$ cat config.mk
export PLATFORM = sky130hd
export DESIGN_NAME = icache
export DESIGN_NICKNAME = d
export VERILOG_FILES = /design/src/rtl/icache.sv
export SDC_FILE = /design/constraint.sdc
export NUM_CORES = 2
export LEC_CHECK = 0
export ABC_AREA = 1
export BUFFER_PORTS_ARGS = -buffer_cell sky130_fd_sc_hd__clkbuf_2
export CORE_AREA = 4 4 543 545
export DETAILED_ROUTE_END_ITERATION = 8
export DIE_AREA = 0 0 547 549
export PLACE_DENSITY = 0.62
export SLEW_MARGIN = 5
export SYNTH_ARGS = -nofsm -noshare
export SYNTH_HDL_FRONTEND = slang
export SYNTH_SLANG_ARGS = --single-unit
export TNS_END_PERCENT = 100
$ cat constraint.sdc
create_clock -name clk_in -period 3.9 [get_ports clk_in]
set_input_delay 0.195 -clock clk_in [delete_from_list [all_inputs] [get_ports clk_in]]
set_output_delay 0.195 -clock clk_in [all_outputs]
set_load 0.01 [all_outputs]
$ cat src/rtl/icache.sv
// Direct-mapped read-only instruction cache between the Fetcher and the MemInter
// instruction port; a miss refills the whole line word 0 upward, then returns the requested word.
module icache #(
    parameter int INDEX_BITS  = 4,
    parameter int OFFSET_BITS = 2
) (
    input  logic        clk_in,
    input  logic        rst_in,
    input  logic        rdy_in,
    input  logic        rob_clear,
    input  logic        f_valid,
    input  logic [31:0] f_addr,
    output logic        f_ready,
    output logic [31:0] f_data,
    output logic        mem_valid,
    output logic [31:0] mem_addr,
    input  logic        mem_ready,
    input  logic [31:0] mem_result
);

    localparam int LINES  = 1 << INDEX_BITS;
    localparam int WORDS  = 1 << OFFSET_BITS;
    localparam int IDX_LO = OFFSET_BITS + 2;
    localparam int TAG_LO = OFFSET_BITS + INDEX_BITS + 2;
    localparam int TAG_W  = 32 - TAG_LO;

    typedef enum logic [1:0] {
        S_IDLE = 2'd0,
        S_REQ  = 2'd1,
        S_GAP  = 2'd2,
        S_DONE = 2'd3
    } state_t;

    state_t                  r_state;
    state_t                  w_state_nx;
    logic [31:2]             r_req_addr;
    logic [31:2]             w_req_addr_nx;
    logic                    r_f_ready;
    logic                    w_f_ready_nx;
    logic [31:0]             r_f_data;
    logic [31:0]             w_f_data_nx;
    logic                    r_mem_valid;
    logic                    w_mem_valid_nx;
    logic [31:0]             r_mem_addr;
    logic [31:0]             w_mem_addr_nx;

    logic [LINES-1:0]        r_valid;
    logic [TAG_W-1:0]        r_tag  [LINES];
    logic [31:0]             r_data [LINES*WORDS];

    logic [INDEX_BITS-1:0]   w_f_idx;
    logic [OFFSET_BITS-1:0]  w_f_word;
    logic [TAG_W-1:0]        w_f_tag;
    logic [INDEX_BITS-1:0]   w_req_idx;
    logic [OFFSET_BITS-1:0]  w_req_word;
    logic [TAG_W-1:0]        w_req_tag;
    logic [OFFSET_BITS-1:0]  w_cur_word;
    logic                    w_hit;
    logic                    w_last;
    logic                    w_fill_we;
    logic                    w_valid_clr;
    logic                    w_valid_set;
    logic                    w_unused;

    assign w_f_idx    = f_addr[TAG_LO-1:IDX_LO];
    assign w_f_word   = f_addr[IDX_LO-1:2];
    assign w_f_tag    = f_addr[31:TAG_LO];
    assign w_req_idx  = r_req_addr[TAG_LO-1:IDX_LO];
    assign w_req_word = r_req_addr[IDX_LO-1:2];
    assign w_req_tag  = r_req_addr[31:TAG_LO];
    assign w_cur_word = r_mem_addr[IDX_LO-1:2];
    assign w_hit      = r_valid[w_f_idx] && (r_tag[w_f_idx] == w_f_tag);
    assign w_last     = (w_cur_word == {OFFSET_BITS{1'b1}});
    assign w_unused   = &{1'b0, f_addr[1:0]};

    assign f_ready    = r_f_ready;
    assign f_data     = r_f_data;
    assign mem_valid  = r_mem_valid;
    assign mem_addr   = r_mem_addr;

    // Next-state and next-output logic; rob_clear outranks every other event.
    always_comb begin
        w_state_nx     = r_state;
        w_req_addr_nx  = r_req_addr;
        w_f_ready_nx   = 1'b0;
        w_f_data_nx    = r_f_data;
        w_mem_valid_nx = r_mem_valid;
        w_mem_addr_nx  = r_mem_addr;
        w_fill_we      = 1'b0;
        w_valid_clr    = 1'b0;
        w_valid_set    = 1'b0;
        case (r_state)
            S_IDLE: begin
                if (f_valid && !rob_clear) begin
                    w_req_addr_nx = f_addr[31:2];
                    if (w_hit) begin
                        w_f_data_nx  = r_data[{w_f_idx, w_f_word}];
                        w_f_ready_nx = 1'b1;
                        w_state_nx   = S_DONE;
                    end else begin
                        w_valid_clr    = 1'b1;
                        w_mem_addr_nx  = {f_addr[31:IDX_LO], {OFFSET_BITS{1'b0}}, 2'b00};
                        w_mem_valid_nx = 1'b1;
                        w_state_nx     = S_REQ;
                    end
                end else begin
                    w_state_nx = S_IDLE;
                end
            end
            S_REQ: begin
                if (rob_clear) begin
                    w_mem_valid_nx = 1'b0;
                    w_state_nx     = S_IDLE;
                end else if (mem_ready) begin
                    w_fill_we      = 1'b1;
                    w_mem_valid_nx = 1'b0;
                    if (w_cur_word == w_req_word) begin
                        w_f_data_nx = mem_result;
                    end else begin
                        w_f_data_nx = r_f_data;
                    end
                    if (w_last) begin
                        w_valid_set  = 1'b1;
                        w_f_ready_nx = 1'b1;
                        w_state_nx   = S_DONE;
                    end else begin
                        w_state_nx = S_GAP;
                    end
                end else begin
                    w_state_nx = S_REQ;
                end
            end
            S_GAP: begin
                if (rob_clear) begin
                    w_mem_valid_nx = 1'b0;
                    w_state_nx     = S_IDLE;
                end else begin
                    w_mem_addr_nx  = r_mem_addr + 32'd4;
                    w_mem_valid_nx = 1'b1;
                    w_state_nx     = S_REQ;
                end
            end
            S_DONE: begin
                w_state_nx = S_IDLE;
            end
            default: begin
                w_mem_valid_nx = 1'b0;
                w_state_nx     = S_IDLE;
            end
        endcase
    end

    // State and output registers; rdy_in low freezes everything.
    always_ff @(posedge clk_in or negedge rst_in) begin
        if (!rst_in) begin
            r_state     <= S_IDLE;
            r_req_addr  <= 30'd0;
            r_f_ready   <= 1'b0;
            r_f_data    <= 32'd0;
            r_mem_valid <= 1'b0;
            r_mem_addr  <= 32'd0;
        end else if (rdy_in) begin
            r_state     <= w_state_nx;
            r_req_addr  <= w_req_addr_nx;
            r_f_ready   <= w_f_ready_nx;
            r_f_data    <= w_f_data_nx;
            r_mem_valid <= w_mem_valid_nx;
            r_mem_addr  <= w_mem_addr_nx;
        end else begin
            r_state     <= r_state;
            r_req_addr  <= r_req_addr;
            r_f_ready   <= r_f_ready;
            r_f_data    <= r_f_data;
            r_mem_valid <= r_mem_valid;
            r_mem_addr  <= r_mem_addr;
        end
    end

    // Line valid bits: cleared on miss, set only when the last word lands.
    always_ff @(posedge clk_in or negedge rst_in) begin
        if (!rst_in) begin
            r_valid <= {LINES{1'b0}};
        end else if (rdy_in && w_valid_clr) begin
            r_valid[w_f_idx] <= 1'b0;
        end else if (rdy_in && w_valid_set) begin
            r_valid[w_req_idx] <= 1'b1;
        end else begin
            r_valid <= r_valid;
        end
    end

    // Tag and data arrays carry no reset; the valid bits gate their use.
    always_ff @(posedge clk_in) begin
        if (rdy_in && w_fill_we) begin
            r_data[{w_req_idx, w_cur_word}] <= mem_result;
        end
        if (rdy_in && w_valid_set) begin
            r_tag[w_req_idx] <= w_req_tag;
        end
    end

endmodule

# ---- Yosys cells after proc, flatten, opt, wreduce, memory -nomap -nowiden
# Memory sizes are Yosys's and may differ from the RTL's.
# Index checks and enable logic that the tools add are counted.
dict set report word_totals {
  ram_bits 2432
  memories 2
  out_inout_bits 66
  input_bits 70
  regBits 114
}
# name depth word_bits rd rd_clocked_by_memory_dff wr line
set mem_list {}
lappend mem_list {r_data 64 32 1 0 1 49} ;# logic [31:0] r_data [LINES*WORDS];
lappend mem_list {r_tag 16 24 1 0 1 48} ;# logic [TAG_W-1:0] r_tag [LINES];
dict set report classes {
  n_bitwise 3
  order_cmp 4
  n_eq_ne 14
  reduce_logical 17
  muxes 48
  n_addsub 1
}
# op n
set ops {}
lappend ops {{$mux W32} 8}
lappend ops {{$pmux W32 S2} 2}
lappend ops {{$add A32 B3 Y32 const B} 1}
lappend ops {{$mux W16} 2}
lappend ops {{$mux W1} 26}
lappend ops {{$eq A24 B24 Y1} 1}
lappend ops {{$and A16 B16 Y16} 1}
lappend ops {{$not A16 Y16} 1}
lappend ops {{$or A16 B16 Y16} 1}
lappend ops {{$ne A2 B2 Y1 const B} 7}
lappend ops {{$lt A4 B5 Y1 const B} 2}
lappend ops {{$reduce_and A5 Y1} 2}
lappend ops {{$demux W1 S4} 2}
lappend ops {{$ge A4 B1 Y1 const B} 2}
lappend ops {{$mux W2} 4}
lappend ops {{$pmux W2 S4} 1}
lappend ops {{$logic_and A1 B1 Y1} 7}
lappend ops {{$reduce_and A7 Y1} 1}
lappend ops {{$eq A2 B2 Y1 const B} 3}
lappend ops {{$reduce_bool A2 Y1} 3}
lappend ops {{$bmux W1 S4} 1}
lappend ops {{$ne A3 B3 Y1 const B} 1}
lappend ops {{$pmux W1 S3} 1}
lappend ops {{$reduce_and A3 Y1} 1}
lappend ops {{other kinds (6)} 6}

# ---- Logic depth before layout (Yosys ltp)
dict set report logic_depth {
  depth_word 8
  mapped_depth 22
  ltp_nobuf 20
}

# ---- Worst setup path after synthesis
# OpenSTA, ideal clock, no wires.
dict set report synth_timing {
  path_type {flip-flop to flip-flop}
  start {register r_state[1]}
  end {memory r_tag[0][0] in the netlist's numbering, enable pin}
  required_time_ns 3.465
  path_slack_ns -0.201
  path_stages_with_launch 13
  path_buffers 2
  period_less_slack_ns 4.101
  setup_ns 0.435
  arrival_time_ns 3.666
  cell_sequence {dfrtp_1 inv_1 ha_1 clkbuf_1 inv_1 nor2_1 inv_1 nor2_1 nand2_1 nor2_1 inv_1 clkbuf_1 nor3_1}
}
dict set report synth_between {
  elab_chain_cells 5
}
# element line
set synth_lines {}
lappend synth_lines {{from (decl)} 34} ;# state_t r_state;
lappend synth_lines {{from (signal assigned)} 163} ;# r_state <= w_state_nx;
lappend synth_lines {{from (signal assigned)} 170} ;# r_state <= r_state;
lappend synth_lines {{$eq A2 B1 Y1} 92} ;# case (r_state)
lappend synth_lines {{$mux W1} 92}
lappend synth_lines {{$logic_and A1 B1 Y1} 197} ;# if (rdy_in && w_valid_set) begin
lappend synth_lines {{$mux W1} 197}
lappend synth_lines {{$mux W1 (implied by the code)} 198} ;# r_tag[w_req_idx] <= w_req_tag;
lappend synth_lines {{to (decl)} 48}
# Every way passes these cells.

# ---- Worst setup path after layout
dict set report layout_timing {
  start {register r_state[1]}
  end {memory r_tag[1][8] in the netlist's numbering, enable pin}
}
# Same word-level chain as after synthesis.

==> qor.txt <==
Placed Cells incl. Taps - 12046
Critical Path RT - 4360 ps
Max transition margin - 26.56%
top cells by area, synth - edfxtp_1 72%, nand2_1 5.8%, o21ai_0 5.8%
number of resized instances in the post-cts repair step - 0
transition time of the tightest slew-check pin - 1102 ps
xor/xnor cell area share of the yosys netlist - 0.1128%
Final Skew - 126.2 ps
IO Count - 136
count of input and output buffers - 131
areal power density over the cells - 533.7 mW/mm^2
pin count of the biggest net entering global routing - 155
highest metal layer with signal wires - met5
RSZ-0062 raised after global routing - false
Final Max Slew Viols - 0
fraction of final layout cells sized beyond drive strength 1 - 11.25%
gpl congestion - 0.8666
die area - 0.3003 mm^2
detailed-route vias per instance - 5.503
leading register cell type out of synthesis - edfxtp_1
post-synthesis compound-gate area fraction - 10.13%
maximum clock frequency - 296.1 MHz
H-tree Lvls - 5
count of yosys warnings during synthesis - 0
Worst Setup End Kind - flop
sum of negative setup slack - 0 ps
number of DRC markers in iteration 0 - 9332
via count of the first global-routing pass - 64823
count of max-cap constraint violations - 0
largest area contributor in the netlist - edfxtp_1
Final setup viols - 0
vertical extent of the die - 549 um
global-route wire length before repair - 448000 um
area share of the leading cell type in the synthesized netlist - 72.33%
antenna violations before repair - 20
metal2 WL - 144000 um
half-perimeter wire length after detailed placement - 182100 um
core area - 0.2901 mm^2
total DRC errors in the routed layout - 0
leakage dissipation - 40.11 nW
count of clock tree sinks - 2544
number of synthesized flops with an enable pin - 2432
row count - 198
Chip Width - 547 um
Final Hold Violating Endpoints - 0
detailed-route via count - 69267
combinational family with the most area after synthesis - simple AND/OR/NAND/NOR gates
clock period minus worst slack - 3378 ps
Hold Path Class - primary input to flop
clock slew seen by the registers of the worst setup and hold paths - 60 ps
DRT Wirelength - 313400 um
commonest non-fill, non-tap cell in the layout - edfxtp_1
number of buffers inserted during clock tree synthesis - 285
worst setup slack before clock tree synthesis - 376.8 ps
Max Root-Sink Buffers - 4
flop and latch count out of synthesis - 2544
post-layout worst setup margin - 522.4 ps
total gr overflow - 0
total global-route track usage - 20.02%
Finished Core Util - 40.62%
crit-path max FO - 24
non-filler cells, final - 12586
number of cells produced by synthesis - 8154
CTS Root Buffer Type - clkbuf_16
mux share of post-synthesis cell area - 0.01115%
Syn-to-layout area delta - 16.71%
detailed-routing iteration count for the pre-antenna-repair pass - 6
number of nets in the finished design - 8566
Final ANT Viol Nets - 0
largest voltage drop on the vdd net - 0.4844 mV
element type at the critical path start - flop
distinct cell type count of the synthesized netlist - 47
clock tree from TritonCTS - yes
Initial Util - 34.81%
fin crit share - 86.61%
outcome - complete, no violations
post-synthesis adder-cell area fraction - 0.04957%
Netlist Area Pre-Place - 0.1010 mm^2
post-synthesis async set-or-reset flop share - 4.403%
type of the worst setup path - flop to flop
detailed route wirelength on metal3 - 32860 um
worst path arrival time - 3830 ps
Met1 Wirelength - 125100 um
worst hold slack - 66.72 ps
sequential share of the synthesized area - 75.10%
wire per inst - 24.90 um
highest-count cells in the layout ignoring fill and taps - 2432 x edfxtp_1, 1561 x nand2_1, 1203 x nor2_1
clock latency reported for the late side of the worst-skew pair - 940 ps
average instance area after synthesis - 12.38 um^2
fraction of the mapped netlist area in simple logic gates - 12.21%
flip-flops by register name, summed over array words and instances, names as in the netlist:
signal,cells
f_data,32
f_ready,1
mem_addr,30
mem_valid,1
r_data,2048
r_req_addr,30
r_state,2
r_tag,384
r_valid,16
worst max-delay path: stages (launching register included):
cell and delay, ps:
dfrtp_1 380, inv_1 120, ha_1 380, inv_2 100
nor2_1 140, inv_1 70, nor2_1 150, nand2_1 260
nor2_1 250, inv_1 340, nor3_2 220, buf_4 520
timing repair:
action | in CTS | in global routing
hold buffers | 59 | 0
buffers inserted | 0 | 0
setup endpoints to repair | 0 | 0
hold endpoints to repair | 611 | 0
report_power, final:
group	leakage [nW]	switching, mW	internal (mW)	total, mW
sequential	23.3	0.918	31.0	31.9
clock	4.10	10.3	14.3	24.6
combinational	12.7	4.62	1.80	6.41
per-layer routing:
metal / vias up / track usage [%]
li1: 30209 / -
met1: 34623 / 27.34
met2: 3811 / 31.66
met3: 618 / 4.335
met4: 6 / 6.997
met5: - / 0
kinds of logic (layout without fill, tap and decap cells):
group,Yosys count,after routing
simple gates,3135,3135
flops,2544,2544
mux,1,1
compound gates,1838,1838
xor+xnor,13,13
buf+inv,618,1141
fa+ha+maj,4,4
other cells,1,10
cell type report:
type / count / area [um^2]
clock buffer: 370 / 7614
multi-input combinational: 4993 / 23350
timing repair buffer: 566 / 4966
antenna: 8 / 20.02
clock inverter: 103 / 777.0
inverter: 102 / 407.9
tap: 3900 / 4880
fill: 26635 / 172300
sequential: 2544 / 75830
per-stage QoR:
step / instance area (um^2) / power, mW
after floorplan: 101000 / 35.23
after global placement: 108800 / 38.58
after detailed placement: 108800 / 38.74
after CTS: 117800 / 63.18
after global routing: 117800 / 65.03
final: 117800 / 62.89
worst paths after layout:
check,startpoint,end,slack [ps],cells past startpoint
worst max register to register,r_state[1],r_tag[1][8],520,11
min in group asynchronous,rst_in,r_req_addr[21],490,4
worst max-delay path,r_state[1],r_tag[1][8],520,11
worst min register to register,f_data[24],f_data[24],480,2
worst min-delay path,mem_result[27],r_data[31][27],70,1
max in group asynchronous,rst_in,r_valid[5],2890,4
cells in the mapped netlist, drive strengths merged, types with 79 or more instances:
cell type	number
inv	89
nor2	1276
nand4	119
nand2	1564
dfrtp	112
edfxtp	2432
clkbuf	421
a22o	79
buf	95
o22ai	469
nand3	136
o21ai	1169
(Power assumes the default switching activity.)
